===== src/rtl/resize_frame_ctrl.sv =====
// resize_frame_ctrl: frame-level decimation controller for the video downscaler.
// Counts active pixels per frame and strobes the pixels that survive
// 1/2/4/8 decimation in both axes, with their output coordinates. Each
// completed output line is offered to the frame-buffer writer over a req/ack
// handshake. The frame is reported done once the final line is accepted.
//
// Ports:
//   iclk, irst_n            pixel clock, async active-low reset
//   iDVAL                   input pixel valid (one pixel per high cycle)
//   iFrame_start, iEnable   frame start pulse, frame processing enable
//   iScale[1:0]             log2 decimation factor, latched at frame start
//   iLine_ack, iClr_flags   writer line accept, sticky flag clear
//   oResize_valid           kept-pixel strobe, with oOut_x[9:0] / oOut_y[8:0]
//   oLine_req, oLine_idx    output line pending for the writer, and its row
//   oFrame_done             one-cycle frame completion pulse
//   oBusy                   controller not idle
//   oSync_err, oOverflow    sticky error flags
module resize_frame_ctrl #(
   parameter int unsigned H_ACTIVE = 640,
   parameter int unsigned V_ACTIVE = 480
) (
   input  logic       iclk,
   input  logic       irst_n,
   input  logic       iDVAL,
   input  logic       iFrame_start,
   input  logic       iEnable,
   input  logic [1:0] iScale,
   input  logic       iLine_ack,
   input  logic       iClr_flags,
   output logic       oResize_valid,
   output logic [9:0] oOut_x,
   output logic [8:0] oOut_y,
   output logic       oLine_req,
   output logic [8:0] oLine_idx,
   output logic       oFrame_done,
   output logic       oBusy,
   output logic       oSync_err,
   output logic       oOverflow
);

   localparam int unsigned XW = 10;
   localparam int unsigned YW = 9;
   localparam logic [XW-1:0] X_LAST = XW'(H_ACTIVE - 1);
   localparam logic [YW-1:0] Y_LAST = YW'(V_ACTIVE - 1);

   typedef enum logic [1:0] {
      IDLE   = 2'd0,
      ACTIVE = 2'd1,
      DRAIN  = 2'd2
   } state_t;

   state_t        state;
   logic [XW-1:0] x_cnt;
   logic [YW-1:0] y_cnt;
   logic [1:0]    scale;

   logic [XW-1:0] x_mask;
   logic [YW-1:0] y_mask;
   logic          x_hit;
   logic          y_hit;
   logic          x_end;
   logic          y_end;

   // Decimation phase of the current pixel under the latched scale.
   always_comb begin
      x_mask = XW'((XW'(1) << scale) - XW'(1));
      y_mask = YW'((YW'(1) << scale) - YW'(1));
      x_hit  = (x_cnt & x_mask) == '0;
      y_hit  = (y_cnt & y_mask) == '0;
      x_end  = (x_cnt == X_LAST);
      y_end  = (y_cnt == Y_LAST);
   end

   // Frame FSM, pixel counters and all registered outputs.
   always_ff @(posedge iclk or negedge irst_n) begin
      if (!irst_n) begin
         state         <= IDLE;
         x_cnt         <= '0;
         y_cnt         <= '0;
         scale         <= '0;
         oResize_valid <= 1'b0;
         oOut_x        <= '0;
         oOut_y        <= '0;
         oLine_req     <= 1'b0;
         oLine_idx     <= '0;
         oFrame_done   <= 1'b0;
         oBusy         <= 1'b0;
         oSync_err     <= 1'b0;
         oOverflow     <= 1'b0;
      end else begin
         oResize_valid <= 1'b0;
         oFrame_done   <= 1'b0;
         if (iLine_ack) oLine_req <= 1'b0;
         // Clear first so a same-cycle set below takes precedence.
         if (iClr_flags) begin
            oSync_err <= 1'b0;
            oOverflow <= 1'b0;
         end

         case (state)
            IDLE: begin
               if (iFrame_start && iEnable) begin
                  state <= ACTIVE;
                  oBusy <= 1'b1;
                  scale <= iScale;
                  x_cnt <= '0;
                  y_cnt <= '0;
               end
            end

            ACTIVE: begin
               if (iFrame_start) begin
                  // Restart the frame; a coincident pixel is not counted.
                  oSync_err <= 1'b1;
                  scale     <= iScale;
                  x_cnt     <= '0;
                  y_cnt     <= '0;
               end else if (iDVAL) begin
                  if (x_hit && y_hit) begin
                     oResize_valid <= 1'b1;
                     oOut_x        <= x_cnt >> scale;
                     oOut_y        <= y_cnt >> scale;
                  end
                  if (x_end) begin
                     x_cnt <= '0;
                     y_cnt <= y_cnt + YW'(1);
                     if (y_hit) begin
                        // New line wins over a same-cycle ack of the old one.
                        oLine_req <= 1'b1;
                        oLine_idx <= y_cnt >> scale;
                        if (oLine_req && !iLine_ack) oOverflow <= 1'b1;
                     end
                     if (y_end) state <= DRAIN;
                  end else begin
                     x_cnt <= x_cnt + XW'(1);
                  end
               end
            end

            DRAIN: begin
               if (iFrame_start) oSync_err <= 1'b1;
               // Finish as soon as no line is pending, including the ack cycle.
               if (!oLine_req || iLine_ack) begin
                  oFrame_done <= 1'b1;
                  oBusy       <= 1'b0;
                  state       <= IDLE;
               end
            end

            default: begin
               state <= IDLE;
               oBusy <= 1'b0;
            end
         endcase
      end
   end

endmodule


===== config.mk =====
export PLATFORM = sky130hd
export DESIGN_NAME = resize_frame_ctrl
export DESIGN_NICKNAME = d
export VERILOG_FILES = /design/src/rtl/resize_frame_ctrl.sv
export SDC_FILE = /design/constraint.sdc
export NUM_CORES = 1
export LEC_CHECK = 0
export BUFFER_PORTS_ARGS = -buffer_cell sky130_fd_sc_hd__buf_2
export CORE_ASPECT_RATIO = 2
export CORE_MARGIN = 2
export CORE_UTILIZATION = 50
export CTS_CLUSTER_SIZE = 8
export DETAILED_ROUTE_END_ITERATION = 7
export PLACE_DENSITY = 0.67
export SYNTH_ARGS = -nofsm -noshare
export SYNTH_HDL_FRONTEND = slang
export SYNTH_SLANG_ARGS = --single-unit

===== constraint.sdc =====
create_clock -name iclk -period 6.65 [get_ports iclk]
set_input_delay 0.9975 -clock iclk [delete_from_list [all_inputs] [get_ports iclk]]
set_output_delay 0.9975 -clock iclk [all_outputs]
set_load 0.02 [all_outputs]

==> flow_summary.ini <==
[layout]
antenna_cells = 0
nNetsFinal = 328
layout_common_cells = 57 x dfrtp_1, 42 x buf_2, 25 x nor2_1
final_common_cell = dfrtp_1
syn_to_final_growth_pct = 17.2
drive_gt1_share_pct = 30.4

[clock_network]
clockBufferDepth = 2
cts_tree = built
cts.htree.levels = 3
root_buffer = clkbuf_16
ctsHoldBuffers = 0
postCtsSetupBuffers = 0
cts_num_sinks = 57
clk_latency_ns = 0.33
cts_buffers = 9
clk_pin_slew_ns = 0.05
cts_resized = 0

[logic_synthesis]
syn_area_mm2 = 0.00312
syn_nets = 289
ys_seq_area_share_pct = 45.7
yosys_warnings = 0
synth_cell_type_count = 49
syn_avg_cell_area_um2 = 11.4
syn_inst = 273
ys_ff_latch = 57

[detailed_routing]
vias = 2227
drc = 0
routedWlPerCell_um = 16.9
avgViaCountPerCell = 5.88
route.met3.wl_um = 252
drtIter0Drc = 109
wl_met1_um = 2580
dr.pass1.iters = 4
routed.top_layer = met4
antenna_left = 0
wl_met2_um = 3430
routed_wirelength_um = 6390

[setup_path]
setup.worst_path.start_class = flip-flop
reg2reg_depth = 8
cp.required_ns = 6.85
critPathKind = reg2reg
cp_data_arrival_time_ns = 3.37
crit_path_end_kind = flip-flop
cp_max_fo = 23

[global_routing]
grt-ovfl-total = 0
grt_max_degree = 58
grt_pass1_vias = 2219
antenna_found_initial = 0
grt_first_pass_wirelength_um = 10800
track_usage_pct = 21.2

[run]
drv_cap = 0

[timing]
fin_ws_ns = 3.48
min_period_ns = 3.17
fin_setup_tns_ns = 0
fin_worst_skew_ns = 0.00708
worstMarginPinSlew_ns = 0.914
timing.final.crit_share_pct = 47.7
drv_slew = 0
worst_slew_margin_rel_pct = 39.1
hold_viol = 0
setup_viol = 0
fmax_ghz = 0.315
rsz0062_at_grt = false

[floorplanning]
die_width_um = 59.9
rows = 40
fp.coreArea_mm2 = 0.00601
die_h_um = 116
die_area_mm2 = 0.00693
io_pins = 43
start_util_pct = 52.0

[run_status]
status = complete, no violations

[placed_design]
gp_congestion = 0.855
post-place-ws_ns = 3.45
io_buffers = 42
hpwl_um = 4550

[pwr]
p_sw_uw = 392
combPwrFrac_pct = 25.0
vdd_drop_max_mv = 0.179
power_density_mw_per_mm2 = 341
p_int_uw = 855
pwr-share-clk_pct = 38.1
p_total_uw = 1250
leakagePower_uw = 0.00184
swShare_pct = 31.4
seq_power_share_pct = 36.9

[min_path]
hold_depth = 1
hold_class = reg2reg
-- per-stage QoR --
stage	hold WS [ns]	cells	area, um2	util (%)
after floorplan	0.519	273	3120	-
after global placement	0.469	364	3340	55.6
after detailed placement	0.469	364	3340	55.6
after CTS	0.481	379	3660	60.9
after global routing	0.490	379	3660	60.9
final	0.478	379	3660	60.9
-- cell usage after synthesis (all sizes together) --
| cell type | number | share of area [%] |
|---|---|---|
| a211oi | 3 | 0.72 |
| a21boi | 1 | 0.24 |
| a21o | 1 | 0.24 |
| a21oi | 3 | 0.48 |
| a221o | 2 | 0.64 |
| a222oi | 1 | 0.32 |
| a22o | 2 | 0.56 |
| a22oi | 2 | 0.48 |
| a31oi | 1 | 0.20 |
| and2 | 3 | 0.60 |
| and2b | 1 | 0.24 |
| and3 | 2 | 0.40 |
| and4 | 1 | 0.28 |
| buf | 10 | 2.0 |
| clkbuf | 6 | 0.72 |
| dfrtp | 57 | 46 |
| ha | 7 | 2.8 |
| inv | 12 | 1.4 |
| mux2 | 30 | 13 |
| mux2i | 4 | 1.3 |
| mux4 | 11 | 7.9 |
| nand2 | 20 | 2.4 |
| nand2b | 3 | 0.60 |
| nand3 | 9 | 1.4 |
| nand4 | 6 | 1.2 |
| nor2 | 25 | 3.0 |
| nor2b | 6 | 1.2 |
| nor3 | 7 | 1.4 |
| nor4 | 3 | 0.60 |
| o2111ai | 1 | 0.48 |
| o21a | 1 | 0.24 |
| o21ai | 16 | 2.6 |
| o2bb2ai | 1 | 0.28 |
| o31ai | 2 | 0.64 |
| o41ai | 1 | 0.28 |
| or2 | 2 | 0.40 |
| or3b | 1 | 0.28 |
| xnor2 | 6 | 1.7 |
| xor2 | 3 | 0.84 |
-- final cells by class --
cell class / instances / area (um2)
multi-input combinational: 188 / 1570
inverter: 12 / 45.0
timing repair buffer: 44 / 225
tap: 63 / 78.8
clock inverter: 2 / 35.0
clock buffer: 13 / 280
fill: 518 / 2350
sequential: 57 / 1430
-- final timing paths --
path	from	endpoint	slack [ns]
min reg2reg	oLine_idx[7]	oLine_idx[7]	0.48
max	scale[0]	oLine_idx[0]	3.48
max in group asynchronous	irst_n	oFrame_done	5.36
min in group asynchronous	irst_n	oResize_valid	0.81
min	oLine_idx[7]	oLine_idx[7]	0.48
max reg2reg	scale[0]	oLine_idx[0]	3.48
-- state kept, by name, indices dropped and copies added (netlist names) --
register       flops
oBusy              1
oFrame_done        1
oLine_idx          9
oLine_req          1
oOut_x            10
oOut_y             9
oOverflow          1
oResize_valid      1
oSync_err          1
scale              2
state              2
x_cnt             10
y_cnt              9
-- per-layer routing --
metal,track usage (%),vias to the layer above
met4,10.1,0
met5,0,-
met3,5.80,10
met2,35.3,60
li1,-,1054
met1,24.5,1103
-- kinds of logic (layout without fill, tap and decap cells) --
| family | Yosys count | after routing | share of synthesized area [%] |
|---|---|---|---|
| AND/OR/NAND/NOR | 89 | 89 | 14.1 |
| AO/OA/AOI/OAI | 38 | 38 | 8.38 |
| adder cells (fa/ha/maj) | 7 | 7 | 2.81 |
| multiplexers | 45 | 45 | 22.3 |
| flip-flops | 57 | 57 | 45.7 |
| XOR/XNOR | 9 | 9 | 2.53 |
| buffers and inverters | 28 | 71 | 4.13 |
-- worst max-delay path: stages (launching register included) --
cell and delay, ns:
dfrtp_1 0.93, nor2b_1 0.29, inv_1 0.07, ha_1 0.29, inv_2 0.04, a221o_1 0.35, nor3_2 0.20, and2_1 0.49
mux2_1 0.37
-- power groups by stage --
stage | Sequential (uW) | Clock [uW] | Combinational (uW)
2_1_floorplan | 443 | 0 | 260
3_3_place_gp | 463 | 0 | 305
3_5_place_dp | 466 | 0 | 314
4_1_cts | 461 | 483 | 316
5_1_grt | 469 | 504 | 346
6_report | 460 | 475 | 311
No activity file was read; power rests on OpenSTA's default activity.
